### config.mk
export PLATFORM = sky130hd
export DESIGN_NAME = conf_loader
export DESIGN_NICKNAME = d
export VERILOG_FILES = /design/src/rtl/conf_loader.sv
export SDC_FILE = /design/constraint.sdc
export NUM_CORES = 1
export LEC_CHECK = 0
export BUFFER_PORTS_ARGS = -buffer_cell sky130_fd_sc_hd__buf_2
export CAP_MARGIN = 20
export CORE_MARGIN = 4
export CORE_UTILIZATION = 52
export CTS_CLUSTER_SIZE = 14
export DETAILED_ROUTE_END_ITERATION = 8
export PLACE_DENSITY = 0.75
export SLEW_MARGIN = 30
export SYNTH_ARGS = -nofsm -noshare
export SYNTH_HDL_FRONTEND = slang
export SYNTH_SLANG_ARGS = --single-unit
### constraint.sdc
create_clock -name clk -period 2.3 [get_ports clk]
set_input_delay 0.23 -clock clk [delete_from_list [all_inputs] [get_ports clk]]
set_output_delay 0.23 -clock clk [all_outputs]
set_load 0.03 [all_outputs]
### src/rtl/conf_loader.sv
// conf_loader: receives framed configuration bytes from a UART receiver.
// Frame format: SYNC_BYTE, PAR_NUM payload bytes, 8-bit additive checksum.
// A frame is committed to conf only when the checksum matches; a bad
// checksum or an over-long gap between bytes rejects the frame.
//
// Handshake: data_valid is a one-cycle strobe with no back-pressure; data_in
// is sampled on every rising clk edge where data_valid is high. There is no
// ready signal because the block accepts a byte in every state.
module conf_loader #(
    parameter int         PAR_NUM     = 5,
    parameter logic [7:0] SYNC_BYTE   = 8'hA5,
    parameter int         GAP_CNT_MAX = 2080
) (
    input  logic                 clk,
    input  logic                 rst_n,
    input  logic [7:0]           data_in,
    input  logic                 data_valid,
    output logic [8*PAR_NUM-1:0] conf,
    output logic                 conf_valid,
    output logic                 frame_ok,
    output logic                 frame_err,
    output logic [1:0]           err_code,
    output logic [7:0]           err_cnt,
    output logic                 busy,
    output logic [1:0]           dbg_state
);

    localparam logic [1:0] ST_IDLE    = 2'd0;
    localparam logic [1:0] ST_PAYLOAD = 2'd1;
    localparam logic [1:0] ST_CHECK   = 2'd2;
    localparam logic [1:0] ST_COMMIT  = 2'd3;

    localparam int               GAP_W    = $clog2(GAP_CNT_MAX + 1);
    localparam logic [GAP_W-1:0] GAP_LAST = GAP_W'(GAP_CNT_MAX - 1);
    localparam logic [GAP_W-1:0] GAP_ONE  = GAP_W'(1);
    localparam logic [3:0]       LAST_IDX = 4'(PAR_NUM - 1);

    localparam logic [1:0] ERR_CHECKSUM = 2'b01;
    localparam logic [1:0] ERR_TIMEOUT  = 2'b10;

    logic [1:0]           state_q,      state_d;
    logic [3:0]           idx_q,        idx_d;
    logic [7:0]           sum_q,        sum_d;
    logic [GAP_W-1:0]     gap_q,        gap_d;
    logic [8*PAR_NUM-1:0] shadow_q,     shadow_d;
    logic [8*PAR_NUM-1:0] conf_q,       conf_d;
    logic                 conf_valid_q, conf_valid_d;
    logic                 frame_ok_q,   frame_ok_d;
    logic                 frame_err_q,  frame_err_d;
    logic [1:0]           err_code_q,   err_code_d;
    logic [7:0]           err_cnt_q,    err_cnt_d;

    // Next-state logic: frame parsing, gap timing and error bookkeeping.
    // conf is loaded on the edge that enters COMMIT, so it and frame_ok are
    // visible during the single COMMIT cycle, one clock after the checksum.
    always_comb begin
        state_d      = state_q;
        idx_d        = idx_q;
        sum_d        = sum_q;
        gap_d        = gap_q;
        shadow_d     = shadow_q;
        conf_d       = conf_q;
        conf_valid_d = conf_valid_q;
        frame_ok_d   = 1'b0;
        frame_err_d  = 1'b0;
        err_code_d   = err_code_q;
        err_cnt_d    = err_cnt_q;

        case (state_q)
            ST_PAYLOAD, ST_CHECK: begin
                if (data_valid) begin
                    // A strobe always wins over a timeout in the same cycle.
                    gap_d = '0;
                    if (state_q == ST_PAYLOAD) begin
                        for (int k = 0; k < PAR_NUM; k++) begin
                            if (idx_q == k[3:0]) begin
                                shadow_d[8*k +: 8] = data_in;
                            end
                        end
                        sum_d = sum_q + data_in;
                        idx_d = idx_q + 4'd1;
                        if (idx_q == LAST_IDX) begin
                            state_d = ST_CHECK;
                        end
                    end else if (data_in == sum_q) begin
                        state_d      = ST_COMMIT;
                        conf_d       = shadow_q;
                        conf_valid_d = 1'b1;
                        frame_ok_d   = 1'b1;
                    end else begin
                        state_d     = ST_IDLE;
                        frame_err_d = 1'b1;
                        err_code_d  = ERR_CHECKSUM;
                        err_cnt_d   = (err_cnt_q == 8'hFF) ? err_cnt_q : err_cnt_q + 8'd1;
                    end
                end else if (gap_q == GAP_LAST) begin
                    // Gap would reach GAP_CNT_MAX on this edge: abandon frame.
                    state_d     = ST_IDLE;
                    gap_d       = '0;
                    idx_d       = '0;
                    sum_d       = '0;
                    shadow_d    = '0;
                    frame_err_d = 1'b1;
                    err_code_d  = ERR_TIMEOUT;
                    err_cnt_d   = (err_cnt_q == 8'hFF) ? err_cnt_q : err_cnt_q + 8'd1;
                end else begin
                    gap_d = gap_q + GAP_ONE;
                end
            end
            default: begin
                // IDLE and COMMIT share the same hunt rules for the next byte.
                state_d = ST_IDLE;
                if (data_valid && (data_in == SYNC_BYTE)) begin
                    state_d = ST_PAYLOAD;
                    idx_d   = '0;
                    gap_d   = '0;
                    sum_d   = '0;
                end
            end
        endcase
    end

    // State registers with asynchronous active-low clear.
    always_ff @(posedge clk or negedge rst_n) begin
        if (!rst_n) begin
            state_q      <= ST_IDLE;
            idx_q        <= '0;
            sum_q        <= '0;
            gap_q        <= '0;
            shadow_q     <= '0;
            conf_q       <= '0;
            conf_valid_q <= 1'b0;
            frame_ok_q   <= 1'b0;
            frame_err_q  <= 1'b0;
            err_code_q   <= '0;
            err_cnt_q    <= '0;
        end else begin
            state_q      <= state_d;
            idx_q        <= idx_d;
            sum_q        <= sum_d;
            gap_q        <= gap_d;
            shadow_q     <= shadow_d;
            conf_q       <= conf_d;
            conf_valid_q <= conf_valid_d;
            frame_ok_q   <= frame_ok_d;
            frame_err_q  <= frame_err_d;
            err_code_q   <= err_code_d;
            err_cnt_q    <= err_cnt_d;
        end
    end

    assign conf       = conf_q;
    assign conf_valid = conf_valid_q;
    assign frame_ok   = frame_ok_q;
    assign frame_err  = frame_err_q;
    assign err_code   = err_code_q;
    assign err_cnt    = err_cnt_q;
    assign busy       = (state_q != ST_IDLE);
    assign dbg_state  = state_q;

endmodule

# == Word level (Yosys, flattened, before mapping) ==
# Index checks and enable logic that the tools add are counted.
# word_totals
reg_bits,119
output_inout_bits,56
inputBits,11
# classes
addsub,4
n_reduce_logical,15
n_mux,47
bitwise_logic,1
eq_ne,21
# ops
cell,count
2-to-1 mux 40 bit,3
2-to-1 mux 8 bit,15
2-to-1 mux 12 bit,4
AND reduction 4 bit,7
2-to-1 mux 2 bit,10
2-to-1 mux 4 bit,5
"== test 8 bit, second input constant",2
"adder 12 x 1 -> 12 bit, second input constant",1
"== test 12 bit, second input constant",1
"!= test 2 x 1 -> 1 bit, second input constant",6
2-to-1 mux 1 bit,10
"adder 8 x 1 -> 8 bit, second input constant",1
adder 8 bit,1
"== test 4 x 2 -> 1 bit, second input constant",2
== test 8 bit,1
"!= test 3 bit, second input constant",2
nonzero test 2 bit,3
"adder 4 x 1 -> 4 bit, second input constant",1
"== test 4 x 1 -> 1 bit, second input constant",1
"== test 4 x 3 -> 1 bit, second input constant",1
zero test 4 bit,1
"!= test 2 bit, second input constant",2
"!= test 4 bit, second input constant",1
AND reduction 3 bit,1
other kinds (6),6

# == Logic depth before layout (Yosys ltp) ==
# depth
ltp_word,5
depth_mapped,9

# == Least setup slack after synthesis ==
# Ideal clock, no wire load.
# synth_timing
path_kind,register to register
from,register state_q[0] (netlist: dbg_state[0])
to,register err_cnt_q[5] (netlist: err_cnt[5])
slack_ps,-6
path_buffers,1
stages_incl_launch_ff,9
setup_time_ps,137
t_arrival_ps,2169
required_time_ps,2163
synth_period_minus_slack_ps,2306
path_cell_list,dfrtp_1 > inv_1 > ha_1 > buf_2 > nor2b_1 > nand4_1 > a211oi_2 > nand3_1 > xnor2_1
# synth_between
elab_chain_cells,3
word_cells_on_any_way,5
classes_between,3 x eq/ne; 2 x reduce/logical
# synth_rtl
item,line,rtl
start: declaration,41,"logic [1:0] state_q, state_d;"
start signal: assignment,138,state_q <= state_d;
== test 2 x 1 -> 1 bit or == test 2 bit (tied branches),"69, 74",
!= test 2 bit (no source line) or OR reduction 2 bit (tied branches),n/a,
AND reduction 4 bit (no source line) (*),n/a,
end signal: assignment,148,err_cnt_q <= err_cnt_d;
end: declaration,51,"logic [7:0] err_cnt_q, err_cnt_d;"
# Every way passes the cells marked *; elsewhere a longest branch is shown, timed or not.
# A chain may end at the register's enable or synchronous reset.

# == Worst setup path in the final report ==
# layout_timing
from,register sum_q[3]
to,register conf_q[34] (netlist: conf[34])
# layout_between
elab_chain_cells,2
# layout_rtl
item,line,rtl
start: declaration,43,"logic [7:0] sum_q, sum_d;"
start signal: assignment,140,sum_q <= sum_d;
== test 8 bit,85,end else if (data_in == sum_q) begin
AND reduction 4 bit (no source line),n/a,
end signal: assignment,143,conf_q <= conf_d;
end: declaration,46,"logic [8*PAR_NUM-1:0] conf_q, conf_d;"
# Every way passes these cells.

==> results_dict.tcl <==
set metrics [dict create \
    cp-start-kind "flop" \
    std_cell_rows 37 \
    syn-instance-count 425 \
    status "completed" \
    critical_path_required_ns 2.69 \
    fin_hold_viols 0 \
    synthesized_area_fraction_occupied_by_adder_cells 0.0374 \
    detailed_place.area_um2 6180 \
    worst_slew_pin_slew_ns 0.778 \
    worstSetupPathType "reg -> reg" \
    final_critical_path_setup_slack_ns 0.0943 \
    tritoncts_sinks 119 \
    setup_violations 0 \
    areaGrowthSynthToFinish_pct 23.0 \
    grt_overflow 0 \
    synth-async-reset-ratio 1.00 \
    regArea_um2 2980 \
    synth_sequential_area_ratio 0.536 \
    vias_per_cell 5.64 \
    cts_inserted_buffers 17 \
    post_synth_and_or_nand_nor_area_fraction 0.0946 \
    antennaDiodeCount 0 \
    netlist.area_leader.share 0.536 \
    worst_hold_path_type "in -> reg" \
    data_arrival_time_of_the_worst_path_ns 2.59 \
    synthTopCellsByArea "sky130_fd_sc_hd__dfrtp_1 54%, sky130_fd_sc_hd__mux2_4 10%, sky130_fd_sc_hd__mux2_2 8.1%" \
    number_of_flops_mapped_to_enable_cells_by_yosys 0 \
    combinational_family_with_the_most_area_after_synthesis "multiplexers" \
    place.gp.congestion 0.846 \
    worstSkewPairLatency_ns 0.51 \
    cp_slowest_cell "sky130_fd_sc_hd__or4_4" \
    synth_compound_gate_area_share 0.105 \
    clock_tree_from_tritoncts "built" \
    yosys.cell_types.count 59 \
    final_layout_size_suffix_gt1_frac 0.411 \
    cts_setup_buffers 0 \
    final_area_um2 6840 \
    floorplan.initialDensity 0.536 \
    final_period_minus_worst_setup_slack_ns 2.21 \
    cell_area_after_synthesis_um2 5560 \
    finalClockSkew_ns 0.00979 \
    cts-root-to-sink-buffers 2 \
    p_per_area_nw_per_um2 718 \
    synth-xor-area-share 0.0142 \
    synthesis.nets 452 \
    drt-pass1-iter-count 5 \
    critPathBufInv 1 \
    vias 3782 \
    port-buffer-count 66 \
    pin_count_of_the_biggest_net_entering_global_routing 60 \
    die_width_um 111 \
    number_of_antenna_violations_at_the_first_check_in_global_routing 0 \
    ant_nets 0 \
    post-dp-hpwl_um 8210 \
    chipHeight_um 111 \
    final.setup.tns_ns 0 \
    ys_warn_count 0 \
    place_worst_setup_slack_ns 0.0577 \
    max-slew-margin-rel 0.481 \
    syn_area_per_cell_um2 13.1 \
    dieArea_um2 12400 \
    pin_count 67 \
    fill_cells 744 \
    drc 0 \
    synth_top_flop_cell "sky130_fd_sc_hd__dfrtp_1" \
    worstPathMaxFanout 16 \
    endpoint_kind "flop" \
    maxCapViolations 0 \
    period_share 0.959 \
    area_used_by_multi_input_combinational_logic_um2 2470 \
    worstPathCellList "ha_1 > or4_4 > nor3_4 > nand2_4 > clkbuf_16 > mux2_4" \
    synth.area.mux_share 0.191 \
    wirelength_um 12200 \
    slew_violations 0 \
    grt_setup_unrepaired "false" \
    first_global_vias 3914 \
    clock_h_tree_levels 4 \
    power.leakage_uw 0.00365 \
    post_drt_wl_per_cell_um 18.1 \
    achievable-frequency_mhz 453 \
    cts.root.buffer_cell "sky130_fd_sc_hd__clkbuf_8" \
    grt_pass1_wl_um 20300 \
    drt_first_iter_violations 219 \
    coreArea_um2 10400 \
    clkTransAtPathRegs_ns 0.06 \
    worst_ir_drop_vdd_uv 520 \
    finish.net_count 549 \
    netlist.top_cell.by_area "sky130_fd_sc_hd__dfrtp_1" \
    track_usage 0.203 \
    postSynthRegisterBits 119 \
    critical_path.top_delay_family "simple AND/OR/NAND/NOR gates" \
    worst_path_largest_cell_delay_ns 0.59 \
]
-- placed cells by master, fill, tap and decap left out, types with 15 or more instances in the layout --
cell,netlist,routed
sky130_fd_sc_hd__dfrtp_1,119,119
sky130_fd_sc_hd__nand3_1,15,15
sky130_fd_sc_hd__buf_2,3,65
sky130_fd_sc_hd__buf_4,0,23
sky130_fd_sc_hd__ha_1,15,15
sky130_fd_sc_hd__clkbuf_16,0,17
sky130_fd_sc_hd__o21ai_0,28,28
sky130_fd_sc_hd__mux2_4,37,37
sky130_fd_sc_hd__nand2_1,22,22
sky130_fd_sc_hd__mux2_2,40,40
-- what timing repair did --
item	CTS	global route
endpoints found under the hold margin	55	0
endpoints found under the setup margin	0	38
hold buffers	1	0
resized for setup	0	3
-- synth_stat cells (2+ instances only) --
cell / count
sky130_fd_sc_hd__a211oi_1: 3
sky130_fd_sc_hd__a21o_1: 4
sky130_fd_sc_hd__a21oi_1: 7
sky130_fd_sc_hd__a21oi_2: 6
sky130_fd_sc_hd__a22o_1: 3
sky130_fd_sc_hd__a31o_2: 2
sky130_fd_sc_hd__a31oi_1: 8
sky130_fd_sc_hd__a41oi_1: 2
sky130_fd_sc_hd__and2_1: 8
sky130_fd_sc_hd__and3_1: 3
sky130_fd_sc_hd__and3b_1: 2
sky130_fd_sc_hd__buf_2: 3
sky130_fd_sc_hd__buf_6: 4
sky130_fd_sc_hd__clkbuf_1: 7
sky130_fd_sc_hd__dfrtp_1: 119
sky130_fd_sc_hd__ha_1: 15
sky130_fd_sc_hd__inv_1: 8
sky130_fd_sc_hd__mux2_1: 4
sky130_fd_sc_hd__mux2_2: 40
sky130_fd_sc_hd__mux2_4: 37
sky130_fd_sc_hd__nand2_1: 22
sky130_fd_sc_hd__nand2b_1: 5
sky130_fd_sc_hd__nand3_1: 15
sky130_fd_sc_hd__nand4_1: 5
sky130_fd_sc_hd__nor2_1: 8
sky130_fd_sc_hd__nor2b_1: 5
sky130_fd_sc_hd__nor3_1: 4
sky130_fd_sc_hd__nor4b_1: 2
sky130_fd_sc_hd__o21a_1: 2
sky130_fd_sc_hd__o21ai_0: 28
sky130_fd_sc_hd__o21ai_1: 2
sky130_fd_sc_hd__o21bai_1: 2
sky130_fd_sc_hd__o31ai_1: 5
sky130_fd_sc_hd__o41ai_1: 3
sky130_fd_sc_hd__xnor2_1: 4
sky130_fd_sc_hd__xor2_1: 5
-- worst paths after layout --
kind                            start            to  slack (ns)  depth (start not counted)
setup / recovery             sum_q[3]      conf[34]        0.09                          6
hold / removal             data_in[0]  dbg_state[0]        0.11                          3
setup reg to reg             sum_q[3]      conf[34]        0.09                          6
hold reg to reg            conf_valid    conf_valid        0.47                          1
max in group asynchronous       rst_n       conf[0]        1.26                          3
min in group asynchronous       rst_n       conf[3]        0.33                          2
-- worst register-to-register path, delay by kind of cell, from the launching register on --
family,cells,cell delay (ns)
AND/OR/NAND/NOR,3,0.88
flip-flops,1,0.39
adder cells (fa/ha/maj),1,0.29
multiplexers,1,0.31
buffers and inverters,1,0.22
-- layer usage --
metal	part of all wire	vias to the layer above	routed length, um	GRT usage
li1	-	1765	-	-
met1	0.43	1915	5280	0.264
met2	0.51	85	6250	0.338
met3	0.037	17	454	0.0462
met4	0.016	0	197	0.0657
met5	0	-	0	0
-- cell type report --
class / instances / share of cell area
flip-flops and latches: 119 / 0.436
well taps: 136 / 0.0249
repair buffers: 93 / 0.0855
inverters: 8 / 0.00439
clock buffers: 18 / 0.0626
multi-input cells: 283 / 0.361
clock inverters: 14 / 0.0256
-- where the power goes --
part	internal (uW)	total [uW]	leakage (uW)	switching [uW]
Combinational	43.4	143	0.00170	99.8
Sequential	2100	2100	0.00166	4.78
Clock	1690	2660	0.000288	974
Total	3830	4910	0.00365	1080
-- registers in the layout (all words and copies together) (netlist names) --
signal	cells
conf	40
shadow_q	40
gap_q	12
err_cnt	8
sum_q	8
idx_q	4
dbg_state	2
err_code	2
conf_valid	1
frame_err	1
frame_ok	1
-- kinds of logic (layout without fill, tap and decap cells) --
group                    Yosys count  count (layout)
buffers and inverters             23             133
adder cells (fa/ha/maj)           16              16
AND/OR/NAND/NOR                   91              91
AO/OA/AOI/OAI                     85              85
flip-flops                       119             119
multiplexers                      82              82
XOR/XNOR                           9               9
-- stage by stage --
step / hold slack (ns) / utilization / total power (uW) / cells
2_1_floorplan: -0.0656 / - / 2190 / 425
3_3_place_gp: 0.340 / 0.596 / 2280 / 637
3_5_place_dp: 0.340 / 0.596 / 2280 / 637
4_1_cts: 0.0888 / 0.655 / 4950 / 670
5_1_grt: 0.116 / 0.659 / 5080 / 671
6_report: 0.112 / 0.659 / 4910 / 671
Power figures use the tool's default switching activity.
